File: src/rtl/dm_pkg.sv
// dm_pkg: shared FSM states, write-strobe constant and bus request payload
// for the data-memory access controller.
package dm_pkg;
    typedef enum logic [1:0] {IDLE, REQ, RESP, DONE} dm_state_e;
    localparam logic [3:0] DM_WSTRB_NONE = 4'hf;
    typedef struct packed {
        logic        write;
        logic [31:0] addr;
        logic [31:0] wdata;
        logic [3:0]  wstrb;
    } dm_req_t;
endpackage

File: src/rtl/dm_wbuf.sv
// dm_wbuf: single-entry posted-write buffer; owns the data bus from push
// until the matching write response returns.
module dm_wbuf
    import dm_pkg::*;
(
    input  logic    clk,
    input  logic    rst,
    input  logic    push,
    input  dm_req_t push_req,
    input  logic    req_ready,
    input  logic    resp_valid,
    output logic    busy,
    output logic    req_valid,
    output dm_req_t req
);
    logic sent;
    assign req_valid = busy && !sent;
    always_ff @(posedge clk or posedge rst)
        if (rst) begin
            busy <= 1'b0;
            sent <= 1'b0;
            req  <= '0;
        end else if (!busy) begin
            if (push) begin
                busy <= 1'b1;
                req  <= push_req;
            end
        end else if (!sent)
            sent <= req_ready;
        else if (resp_valid) begin
            busy <= 1'b0;
            sent <= 1'b0;
        end
endmodule

File: src/rtl/dm_access_ctrl.sv
// dm_access_ctrl: MEM-stage data-memory access FSM with valid/ready bus.
// Define DM_WRITE_BUFFER_EN to post stores through a single-entry buffer.
module dm_access_ctrl
    import dm_pkg::*;
(
    input  logic        clk,
    input  logic        rst,
    input  logic        MEM_MemRead,
    input  logic [3:0]  MEM_MemWrite,
    input  logic [31:0] MEM_ALU_out,
    input  logic [31:0] MEM_Forward_rs2_data,
    input  logic        IM_stall,
    output logic        DM_stall,
    output logic [31:0] DM_rdata,
    output logic        dm_req_valid,
    input  logic        dm_req_ready,
    output logic        dm_req_write,
    output logic [31:0] dm_req_addr,
    output logic [31:0] dm_req_wdata,
    output logic [3:0]  dm_req_wstrb,
    input  logic        dm_resp_valid,
    input  logic [31:0] dm_resp_rdata
);
    dm_state_e state;
    dm_req_t   cur, held, ctl_req, bus_req;
    logic      is_wr, access, issue, park, idle_stall, ctl_valid;
    assign is_wr   = MEM_MemWrite != DM_WSTRB_NONE;
    assign access  = MEM_MemRead || is_wr;
    assign cur     = '{write: is_wr, addr: MEM_ALU_out, wdata: MEM_Forward_rs2_data, wstrb: ~MEM_MemWrite};
    assign ctl_req = state == REQ ? held : cur;
    assign ctl_valid = issue || state == REQ;
`ifdef DM_WRITE_BUFFER_EN
    logic    wb_busy, wb_valid, post;
    dm_req_t wb_req;
    dm_wbuf u_wbuf (
        .clk        (clk),
        .rst        (rst),
        .push       (post),
        .push_req   (cur),
        .req_ready  (dm_req_ready),
        .resp_valid (dm_resp_valid),
        .busy       (wb_busy),
        .req_valid  (wb_valid),
        .req        (wb_req)
    );
    // Stores bypass the FSM; a stalled fetch parks in DONE so the same store is not posted twice.
    assign post         = state == IDLE && is_wr && !wb_busy;
    assign issue        = state == IDLE && MEM_MemRead && !is_wr && !wb_busy;
    assign park         = post && IM_stall;
    assign idle_stall   = access && !post;
    assign dm_req_valid = wb_busy ? wb_valid : ctl_valid;
    assign bus_req      = wb_busy ? wb_req : ctl_req;
`else
    assign issue        = state == IDLE && access;
    assign park         = 1'b0;
    assign idle_stall   = access;
    assign dm_req_valid = ctl_valid;
    assign bus_req      = ctl_req;
`endif
    assign {dm_req_write, dm_req_addr, dm_req_wdata, dm_req_wstrb} = bus_req;
    assign DM_stall = state == REQ || state == RESP || (state == IDLE && idle_stall);
    always_ff @(posedge clk or posedge rst)
        if (rst) begin
            state    <= IDLE;
            held     <= '0;
            DM_rdata <= '0;
        end else
            case (state)
                IDLE: if (issue) begin
                    held  <= cur;
                    state <= dm_req_ready ? RESP : REQ;
                end else if (park)
                    state <= DONE;
                REQ:  if (dm_req_ready) state <= RESP;
                RESP: if (dm_resp_valid) begin
                    if (!held.write) DM_rdata <= dm_resp_rdata;
                    state <= DONE;
                end
                DONE: if (!IM_stall) state <= IDLE;
                default: state <= IDLE;
            endcase
endmodule

File: config.mk
export PLATFORM = sky130hd
export DESIGN_NAME = dm_access_ctrl
export DESIGN_NICKNAME = d
export VERILOG_FILES = /design/src/rtl/dm_pkg.sv /design/src/rtl/dm_wbuf.sv /design/src/rtl/dm_access_ctrl.sv
export SDC_FILE = /design/constraint.sdc
export NUM_CORES = 1
export LEC_CHECK = 0
export ABC_AREA = 1
export BUFFER_PORTS_ARGS = -buffer_cell sky130_fd_sc_hd__buf_2
export CAP_MARGIN = 20
export CORE_AREA = 2 2 100 102
export DETAILED_ROUTE_END_ITERATION = 16
export DIE_AREA = 0 0 102 104
export GPL_TIMING_DRIVEN = 0
export PLACE_DENSITY = 0.92
export SYNTH_ARGS = -nofsm -noshare
export SYNTH_HDL_FRONTEND = slang
export SYNTH_SLANG_ARGS = --single-unit
File: constraint.sdc
create_clock -name clk -period 8.4 [get_ports clk]
set_input_delay 0.84 -clock clk [delete_from_list [all_inputs] [get_ports clk]]
set_output_delay 0.84 -clock clk [all_outputs]
set_load 0.1 [all_outputs]
Word level (Yosys, flattened, before mapping)
Cells that the tools add are included.
- bitwise gates (word level): 2
- reductions and logical operators: 9
- equal/unequal tests: 8
- multiplexer cells: 7
- operators by type and width (operator ; number):
    $mux 69 ; 1
    $mux 2 ; 5
    $ne 2x2->1 const B ; 4
    $pmux 2 s4 ; 1
    $eq 2x2->1 const B ; 2
    $logic_or 1x1->1 ; 4
    $ne 4x4->1 const B ; 1
    $not 4->4 ; 1
    $reduce_and 4->1 ; 1
    $reduce_and 3->1 ; 1
    $eq 2x1->1 const B ; 1
    $logic_not 2->1 ; 1
    $reduce_and 2->1 ; 1
    $logic_and 1x1->1 ; 1
    $not 1->1 ; 1
- bits in registers: 103
- word-level logic and storage cells: 32
- output and inout port bits: 103

Depth between registers and ports, before layout
Gate-level depths: netlist of run 1.
- word-level depth: 5
- mapped depth: 9
- depth with buffers taken out: 8

Least setup slack after synthesis of run 1
No wires, ideal clock.
- path kind: reg-to-output
- start: register state[1]
- end: output port dm_req_addr[10]
- arrival: 3.103 ns
- buffers on the path: 2
- path slack: 4.457 ns
- stages on the path, launching flop included: 6
- path through: dfrtp_1 > inv_1 > ha_1 > buf_2 > clkbuf_1 > o21ai_0
- word-level cells in the longest chain between the ends: 2
- ends and longest elaborated chain (what ; line ; text):
    start: declaration ; dm_access_ctrl.sv:24 ; dm_state_e state;
    start signal: assignment ; dm_access_ctrl.sv:71 ; state <= dm_req_ready ? RESP : REQ;
    $eq 2x1->1 ; dm_access_ctrl.sv:30 ; assign ctl_req = state == REQ ? held : cur;
    $mux 69 ; dm_access_ctrl.sv:30 ;
    end: declaration ; dm_access_ctrl.sv:18 ; output logic [31:0] dm_req_addr,
Every way passes these cells.

Final worst setup path of run 1
- start: register state[1]
- end: output port dm_req_wstrb[2]
- word-level cells in the longest chain between the ends: 2
- ends and longest elaborated chain (what ; line ; text):
    $eq 2x1->1 ; dm_access_ctrl.sv:30 ;
    $mux 69 ; dm_access_ctrl.sv:30 ;
    end: declaration ; dm_access_ctrl.sv:20 ; output logic [3:0] dm_req_wstrb,
Every way passes these cells.

==> results of run 1 <==
per-stage QoR:
step	setup slack, ns	util	hold WS, ns	std cells
floorplan	4.46	-	0.453	616
global placement	3.71	0.633	0.448	956
detailed placement	5.27	0.636	0.453	957
CTS	4.85	0.659	0.478	973
global route	4.70	0.659	0.504	973
finish	4.92	0.659	0.473	973
logic make-up after synthesis:
| kind of cell | count (synthesis) | share of synthesized area |
|---|---|---|
| buf+inv | 112 | 0.103 |
| compound gates | 140 | 0.145 |
| flops | 103 | 0.532 |
| fa+ha+maj | 4 | 0.0103 |
| simple gates | 257 | 0.210 |
flip-flops by register name, indices dropped and copies added (netlist names):
register  count
state         2
DM_rdata     32
held         69
critical path: stages (launching register included):
cell and delay (ns):
dfrtp_1 0.43, inv_1 0.10, ha_1 0.27, buf_2 0.30, buf_1 0.46, nand2_1 0.11, o21ai_0 0.12, buf_2 0.47
metal layers:
| layer | wire length [um] | part of all wire | vias up | GRT usage |
|---|---|---|---|---|
| met2 | 6130 | 0.49 | 150 | 0.408 |
| met3 | 649 | 0.052 | 25 | 0.0349 |
| met5 | 0 | 0 | - | 0 |
| li1 | - | - | 2369 | - |
| met1 | 5360 | 0.43 | 2189 | 0.300 |
| met4 | 249 | 0.020 | 0 | 0.0838 |
how the worst min path moves through the flow:
stage	endpoint	slack, ns	start	cells after the start
3_5_place_dp	DM_rdata[0]$_DFFE_PP0P_	0.45	DM_rdata[0]$_DFFE_PP0P_	2
5_1_grt	DM_rdata[22]$_DFFE_PP0P_	0.50	DM_rdata[22]$_DFFE_PP0P_	2
6_report	DM_rdata[22]$_DFFE_PP0P_	0.47	DM_rdata[22]$_DFFE_PP0P_	2
4_1_cts	DM_rdata[22]$_DFFE_PP0P_	0.48	DM_rdata[22]$_DFFE_PP0P_	2
2_1_floorplan	held[27]$_DFFE_PP0P_	0.45	held[27]$_DFFE_PP0P_	2
3_3_place_gp	DM_rdata[27]$_DFFE_PP0P_	0.45	DM_rdata[27]$_DFFE_PP0P_	2
layout make-up:
type	count	area, sq um
inverters	72	273
multi-input cells	401	1770
clock inverters	6	77.6
repair buffers	208	1060
flip-flops and latches	103	2580
well taps	133	166
plain buffers	40	226
fillers	822	3260
clock buffers	10	138
layout by cell type (no fill, tap or decap):
cell          n
buf_16        1
bufinv_16     1
inv_8         2
buf_2       211
clkinvlp_4    1
inv_1        71
clkinv_4      2
nor2_2        2
dfrtp_1     103
buf_4         3
inv_4         1
nand3_1      35
clkbuf_8     10
nand2_1     217
buf_1         2
nor2_1        2
o21ai_0     131
nand2_2       1
ha_1          4
o21ai_1       8
o21a_1        1
clkbuf_1     23
buf_6         8
==> key figures, run 1 <==
Logic synthesis
  • Sequential cell area fraction in the yosys report: 0.532
  • Synth async-reset ratio: 1.00
  • Most common cell in the netlist: nand2_1
  • Mapped Area: 0.00484 sq mm
  • Net Count, Synth: 726
  • Top FF cell, synth: dfrtp_1
  • List of most frequent post-synthesis cells: 217 x nand2_1, 131 x o21ai_0, 103 x dfrtp_1
  • Top-area cell type share of the netlist area: 0.532
  • Synthesized instance count: between 600 and 700
  • Synth warn: 0
  • Netlist cell types: 16
  • Top cell type by total area after synthesis: dfrtp_1
  • Number of flops mapped to enable cells by yosys: 0
  • Mapped Avg Cell Area: between 7 and 8 sq um
  • Synth Register Bits: between 100 and 150
  • Ranking of synthesized cells by area: dfrtp_1 53%, nand2_1 17%, o21ai_0 14%

Routing
  • Detailed Route Iter0 Violations: between 200 and 250
  • Remaining antenna violation count: 0
  • TritonRoute pass-1 iters: 5
  • DRC Markers: 0
  • Drt wl/cell: approximately 13 um
  • Post-Route WL: 12,400 um
  • Via density: 4.86
  • Total number of vias: between 4,000 and 5,000

CTS
  • Worst-Skew Late Latency: about 0.37 ns
  • CTS Buf Count: 9
  • Cts hold-fix bufs: 0
  • TritonCTS clock tree: yes
  • CTS root buffer: clkbuf_8
  • Postcts setup bufs: 0
  • CTS Sinks: between 100 and 150
  • Clock Tree Buf Depth: 2
  • Clock-pin transition on the worst setup and hold timing paths: about 0.11 ns
  • Post-CTS resize count: 0
  • # H-tree levels: 3

Timing
  • Setup TNS: 0 ns
  • Slew headroom: 0.567
  • Post-route clock period utilization: 0.415
  • RSZ-0062 raised after global routing: no
  • Final hold viol count: 0
  • Post-layout min period: between 3 and 4 ns
  • Worst-margin pin slew: roughly 0.65 ns
  • Clock skew: 0.0195 ns
  • F_max: around 290 MHz
  • Pins Over Slew Limit: 0
  • # setup viols final: 0

Floorplanning
  • Core Area: 0.00955 sq mm
  • Die extent in y: about 100 um
  • Die Area: roughly 0.011 sq mm
  • Row cnt: 36
  • Initial core utilization: 0.507
  • Die Wd: between 100 and 150 um
  • # IOs: 209

Critical path
  • R2r setup slk: roughly 6.7 ns
  • Crit path to: dm_req_wstrb[2]
  • Critical Path RT: roughly 7.6 ns
  • Setup Crit Path Kind: reg2out
  • Crit. End Element: output pin
  • CP Launch Type: register
  • R2R Path Start: state[0]$_DFFE_PP0P_
  • CP Max Fanout: 10
  • Worst Path Arrival: roughly 2.6 ns
  • Crit. Startpoint: state[1]$_DFFE_PP0P_
  • Worst R2R End: DM_rdata[29]$_DFFE_PP0P_
  • R2R depth: 8

Final layout
  • Final instance area: 0.00629 sq mm
  • ANT cells: 0
  • Area Overhead vs Synth: 29.9%
  • Share of cells above drive strength 1: 0.289
  • Nets: around 950

Status
  • Status: complete, no violations

Global routing
  • Vias in the first global route: 4,551
  • Grt total ovfl: 0
  • First-pass GRT wire length: between 20,000 and 25,000 um
  • Initial antenna violation count: 0
  • Gr usage total: 0.236
  • Largest net degree at the start of global routing: 54

Flow run
  • Max_cap viols: 0

Place
  • Port Buffers: 207
  • Placed Area: 0.00608 sq mm
  • Placer congestion estimate: 0.827
  • DP HPWL: between 9000 and 10,000 um

Hold path
  • Worst hold path type: reg2reg
Power of run 1 is left out: the tool's default activity adds up to more than one toggle a clock period on the data nets, which glitch-free logic cannot reach.
==> run 2, diff against run 1 <==
- ABC_AREA: 1 -> 0
- CORE_AREA: 2 2 100 102 -> 2 2 109 111
- DIE_AREA: 0 0 102 104 -> 0 0 111 113
- PLACE_DENSITY: 0.92 -> 0.82
- clock period: 8.4 -> 2.8 ns (I/O delays scaled with it)
==> run 2 against run 1 <==
Effect of this change: wire length decreased by 15%; register-to-register slack got worse by 5.7 ns; clock skew decreased by 0.0094 ns; design area increased by 0.76%; critical path depth decreased by 1; highest routed layer unchanged.
==> key figures, run 2 <==
Routing
  • TritonRoute pass-1 iters: 4 (-1)
  • DRC Markers: 0 (unchanged)
  • Remaining antenna violation count: 0 (unchanged)
  • Post-Route WL: 10,600 um (-15%)
  • Via density: 4.93 (+1.4%)
  • Detailed Route Iter0 Violations: 120 (-51%)
  • Drt wl/cell: 15.3 um (+20%)
  • Total number of vias: 3,414 (-28%)

Critical path
  • Critical Path RT: 2.52 ns (-5.04 ns)
  • Worst R2R End: held[34]$_DFFE_PP0P_
  • Crit. End Element: output pin
  • R2R depth: 6 (-2)
  • Worst Path Arrival: 2.34 ns (-0.30 ns)
  • R2r setup slk: 1.05 ns (-5.65 ns)
  • CP Launch Type: register
  • R2R Path Start: state[0]$_DFFE_PP0P_
  • CP Max Fanout: 10 (unchanged)
  • Setup Crit Path Kind: reg2out

Place
  • Placer congestion estimate: 0.739 (-11%)
  • Setup WS pre-CTS: 0.527 ns (-4.75 ns)
  • DP HPWL: 8360 um (-9.1%)
  • Port Buffers: 208 (+0.48%)

CTS
  • Postcts setup bufs: 0 (unchanged)
  • Clock Tree Buf Depth: 2 (unchanged)
  • Worst-Skew Late Latency: 0.34 ns (-0.03 ns)
  • CTS Buf Count: 9 (unchanged)
  • Clock-pin transition on the worst setup and hold timing paths: 0.07 ns (-0.04 ns)
  • Cts hold-fix bufs: 0 (unchanged)
  • CTS Sinks: 103 (unchanged)
  • # H-tree levels: 3 (unchanged)
  • Post-CTS resize count: 0 (unchanged)
  • TritonCTS clock tree: yes
  • CTS root buffer: clkbuf_16

Flow run
  • Max_cap viols: 0 (unchanged)

Floorplanning
  • # IOs: 209 (unchanged)
  • Core Area: 0.0113 sq mm (+18%)
  • Die Wd: 111 um (+8.8%)
  • Die extent in y: 113 um (+8.7%)
  • Row cnt: 39 (+8.3%)
  • Die Area: 0.0125 sq mm (+18%)
  • Initial core utilization: 0.422 (-0.0856)

Timing
  • Worst-margin pin slew: 0.719 ns (+0.0692 ns)
  • Fin worst setup slack: 0.178 ns (-4.74 ns)
  • Final hold viol count: 0 (unchanged)
  • # setup viols final: 0 (unchanged)
  • RSZ-0062 raised after global routing: no
  • Slew headroom: 0.520 (-0.0472)
  • F_max: approximately 380 MHz
  • Post-route clock period utilization: 0.937
  • Clock skew: 0.0101 ns (-0.00939 ns)
  • Pins Over Slew Limit: 0 (unchanged)
  • Post-layout min period: 2.62 ns

Global routing
  • Vias in the first global route: 3,616 (-21%)
  • Grt total ovfl: 0 (unchanged)
  • Initial antenna violation count: 0 (unchanged)
  • First-pass GRT wire length: 17,100 um (-16%)
  • Largest net degree at the start of global routing: 45 (-17%)
  • Gr usage total: 0.168 (-0.0680)

Logic synthesis
  • Top FF cell, synth: dfrtp_1
  • Mapped Avg Cell Area: 14.7 sq um (+87%)
  • Mapped Area: 0.00475 sq mm (-1.9%)
  • Netlist cell types: 19 (+3)
  • List of most frequent post-synthesis cells: 128 x mux2_2, 103 x dfrtp_1, 33 x mux2_1
  • Top cell type by total area after synthesis: dfrtp_1
  • Synth Register Bits: 103 (unchanged)
  • Synth warn: 0 (unchanged)
  • Synth async-reset ratio: 1.00 (unchanged)
  • Most common cell in the netlist: mux2_2
  • Top-area cell type share of the netlist area: 0.542 (+0.0102)
  • Number of flops mapped to enable cells by yosys: 0 (unchanged)
  • Ranking of synthesized cells by area: dfrtp_1 54%, mux2_2 30%, mux2_1 7.8%
  • Sequential cell area fraction in the yosys report: 0.542 (+0.0102)
  • Synthesized instance count: 323 (-48%)
  • Net Count, Synth: 433 (-40%)

Final layout
  • ANT cells: 0 (unchanged)
  • Nets: 654 (-31%)
  • Share of cells above drive strength 1: 0.679 (+0.390)
  • Most flop-heavy register: held
  • Commonest non-fill, non-tap cell in the layout: buf_2
  • Max reg flops: 69 (unchanged)
  • Area Overhead vs Synth: 33.4%
  • Most frequent cells in the layout: 220 x buf_2, 128 x mux2_2, 103 x dfrtp_1, 33 x mux2_1
  • Biggest regs: held: 69 flops, DM_rdata: 32 flops, state: 2 flops

Status
  • Status: complete, no violations

Hold path
  • Worst hold path type: in2async
[run 2: cell types whose count changed in the layout (fill, tap and decap cells not counted), sizes merged, moves of 4 or more]
cell | previous run | this run
nand2 | 218 | 9
a21oi | 0 | 4
clkbuf | 33 | 11
o21ai | 139 | 9
mux2 | 0 | 161
inv | 74 | 4
nor2 | 4 | 0
nand3 | 35 | 0
[run 2: routing by layer]
layer | track usage | routed length [um] | up-vias | part of all wire
met5 | 0 | 0 | - | 0
met4 | 0.0617 | 178 | 0 | 0.017
met3 | 0.0412 | 616 | 16 | 0.058
met2 | 0.304 | 5550 | 117 | 0.52
met1 | 0.196 | 4240 | 1677 | 0.40
li1 | - | - | 1604 | -
[run 2: critical path: stages (launching register included)]
cell	delay (ns)
dfrtp_1	0.42
inv_1	0.09
ha_1	0.20
buf_2	0.29
clkbuf_1	0.33
mux2_2	0.39
buf_2	0.29
[run 2: cells by family after synthesis]
family                   share of synthesized area
AO/OA/AOI/OAI                               0.0211
adder cells (fa/ha/maj)                     0.0105
multiplexers                                 0.382
AND/OR/NAND/NOR                             0.0145
flip-flops                                   0.542
buffers and inverters                       0.0300
[run 2: area by class of cell]
class,count,area (sq um)
timing repair buffer,210,1080
sequential,103,2580
tap,143,179
multi-input combinational,196,2030
buffer,19,124
clock buffer,9,225
clock inverter,7,97.6
fill,919,4930
inverter,5,22.5
[run 2: stage by stage]
stage	hold WS (ns)	instances	utilization	setup TNS [ns]	instance area, sq um
4_1_cts	0.0553	692	0.562	0	6340
3_5_place_dp	0.433	676	0.534	0	6020
6_report	0.0465	692	0.562	0	6340
5_1_grt	0.0807	692	0.562	0	6340
3_3_place_gp	0.468	674	0.530	0	5980
2_1_floorplan	0.387	323	-	-2.34	4760
[run 2: worst max path at each step]
stage,from,endpoint,depth (start not counted)
2_1_floorplan,state[1]$_DFFE_PP0P_,dm_req_wstrb[0],5
3_3_place_gp,state[1]$_DFFE_PP0P_,dm_req_wdata[29],6
3_5_place_dp,state[1]$_DFFE_PP0P_,dm_req_addr[28],6
4_1_cts,state[1]$_DFFE_PP0P_,dm_req_addr[28],6
5_1_grt,state[1]$_DFFE_PP0P_,dm_req_addr[28],6
6_report,state[1]$_DFFE_PP0P_,dm_req_addr[28],6
Power of run 2 is left out for the same reason.
==> run 3, diff against run 2 <==
- CORE_AREA: 2 2 109 111 -> 2 2 103 105
- DIE_AREA: 0 0 111 113 -> 0 0 105 107
- GPL_TIMING_DRIVEN: 0 -> unset
- PLACE_DENSITY: 0.82 -> 0.87
- clock period: 2.8 -> 2.63 ns (I/O delays scaled with it)
==> run 3 against run 2 <==
Effect of this change: setup slack improved by 0.028 ns; critical endpoint is now dm_req_addr[13]; first-iteration DRC count rose by 13%; utilization rose by 4.9 points; wire length fell by 3.1%; via count fell by 2.2%.
==> key figures, run 3 (synthesis gave the netlist of run 2 again) <==
Status
  • Status: complete, no violations

Timing
  • Worst-margin pin slew: 0.627 ns (-0.0913 ns)
  • Post-route clock period utilization: 0.922
  • Setup TNS: 0 ns (unchanged)
  • Post-layout min period: about 2.4 ns
  • Clock skew: 0.0103 ns (+0.000177 ns)
  • F_max: 413 MHz
  • Hold slack final: 0.0326 ns (-0.0139 ns)
  • Slew headroom: 0.580 (+0.0603)
  • Fin worst setup slack: 0.206 ns (+0.0283 ns)
  • RSZ-0062 raised after global routing: no
  • # setup viols final: 0 (unchanged)
  • Final hold viol count: 0 (unchanged)
  • Pins Over Slew Limit: 0 (unchanged)

Floorplanning
  • Core Area: 0.0101 sq mm (-10%)
  • Row cnt: 37 (-5.1%)
  • Initial core utilization: 0.471 (+0.0493)
  • Die Wd: 105 um (-5.4%)
  • Die extent in y: 107 um (-5.3%)
  • # IOs: 209 (unchanged)
  • Die Area: 0.0112 sq mm (-10%)

Global routing
  • Largest net degree at the start of global routing: 104 (+130%)
  • Gr usage total: 0.182 (+0.0137)
  • Initial antenna violation count: 0 (unchanged)
  • Vias in the first global route: 3,573 (-1.2%)
  • Grt total ovfl: 0 (unchanged)
  • First-pass GRT wire length: 16,500 um (-3.5%)

Critical path
  • Crit path to: dm_req_addr[13]
  • CP Launch Type: register
  • R2r setup slk: 0.63 ns (-0.42 ns)
  • Worst R2R End: held[13]$_DFFE_PP0P_
  • CP Max Fanout: 28 (+18)
  • Setup Crit Path Kind: reg2out
  • Worst Path Arrival: 2.16 ns (-0.18 ns)
  • Critical Path RT: 2.37 ns (-0.15 ns)
  • Crit. End Element: output pin
  • Crit. Startpoint: state[1]$_DFFE_PP0P_
  • R2R depth: 5 (-1)
  • R2R Path Start: state[0]$_DFFE_PP0P_

Final layout
  • Nets: 639 (-2.3%)
  • Share of cells above drive strength 1: 0.674 (-0.00526)
  • Commonest non-fill, non-tap cell in the layout: buf_2
  • Most flop-heavy register: held
  • Most frequent cells in the layout: 208 x buf_2, 128 x mux2_2, 103 x dfrtp_1, 33 x mux2_1
  • Max reg flops: 69 (unchanged)
  • Area Overhead vs Synth: 29.7%
  • Biggest regs: held: 69 flops, DM_rdata: 32 flops, state: 2 flops

CTS
  • CTS Sinks: 103 (unchanged)
  • CTS Buf Count: 9 (unchanged)
  • Clock Tree Buf Depth: 2 (unchanged)
  • Clock-pin transition on the worst setup and hold timing paths: 0.10 ns (+0.03 ns)
  • Worst-Skew Late Latency: 0.36 ns (+0.02 ns)
  • # H-tree levels: 3 (unchanged)
  • TritonCTS clock tree: yes
  • CTS root buffer: clkbuf_8

Hold path
  • Worst hold path type: in2async

Place
  • Port Buffers: 208 (unchanged)
  • Placer congestion estimate: 0.757 (+2.5%)
  • DP HPWL: 7620 um (-8.8%)
  • Setup WS pre-CTS: 0.506 ns (-0.0217 ns)

Flow run
  • Max_cap viols: 0 (unchanged)

Routing
  • Total number of vias: 3,339 (-2.2%)
  • TritonRoute pass-1 iters: 4 (unchanged)
  • DRC Markers: 0 (unchanged)
  • Detailed Route Iter0 Violations: 135 (+13%)
  • Remaining antenna violation count: 0 (unchanged)
  • Post-Route WL: 10,300 um (-3.1%)
  • Drt wl/cell: 15.3 um (about the same)
  • Via density: 4.98 (+0.86%)
## run 3: cell count changes in the layout (fill, tap and decap cells not counted), sizes merged
| cell | delta |
|---|---|
| clkbuf | -1 |
| clkinv | -1 |
| buf | -13 |
| diode | +1 |
## run 3: worst min-delay path by stage
stage | startpoint | to | slack [ns] | cells past startpoint
floorplan | MEM_MemWrite[0] | held[0]$_DFFE_PP0P_ | 0.37 | 1
global placement | rst | DM_rdata[20]$_DFFE_PP0P_ | 0.46 | 3
detailed placement | rst | held[58]$_DFFE_PP0P_ | 0.48 | 3
CTS | rst | held[58]$_DFFE_PP0P_ | 0.07 | 3
global route | rst | held[55]$_DFFE_PP0P_ | 0.09 | 3
finish | rst | held[58]$_DFFE_PP0P_ | 0.03 | 3
## run 3: critical path: stages (launching register included)
cell and delay, ns:
dfrtp_1 0.42, inv_1 0.13, ha_4 0.26, buf_6 0.30
mux2_2 0.39, buf_2 0.30
## run 3: cell type report
class                      instances  area (sq um)
timing repair buffer             214          1130
multi-input combinational        196          2050
inverter                           5          22.5
tap                              136           170
fill                             844          3930
sequential                       103          2580
clock buffer                      10           128
clock inverter                     6          85.1
antenna                            1          2.50
## run 3: through the flow
stage / std cells / cell area (sq um) / util
after global placement: 654 / 5950 / 0.589
after CTS: 670 / 6160 / 0.610
after global routing: 670 / 6160 / 0.611
final: 671 / 6160 / 0.611
after detailed placement: 654 / 5950 / 0.589
after floorplan: 323 / 4760 / -
## run 3: repair_timing
action                                  4_1_cts  5_1_grt
endpoints found under the setup margin        0       26
hold buffers                                  0        0
buffers inserted                              0        0
gates resized for setup                       0        1
endpoints found under the hold margin         0        0
## run 3: metal layers
layer | global-route usage | share of wire | vias up
li1 | - | - | 1569
met4 | 0.0600 | 0.016 | 0
met3 | 0.0517 | 0.067 | 16
met5 | 0 | 0 | -
met2 | 0.330 | 0.52 | 115
met1 | 0.207 | 0.39 | 1639
Power of run 3 is left out for the same reason.
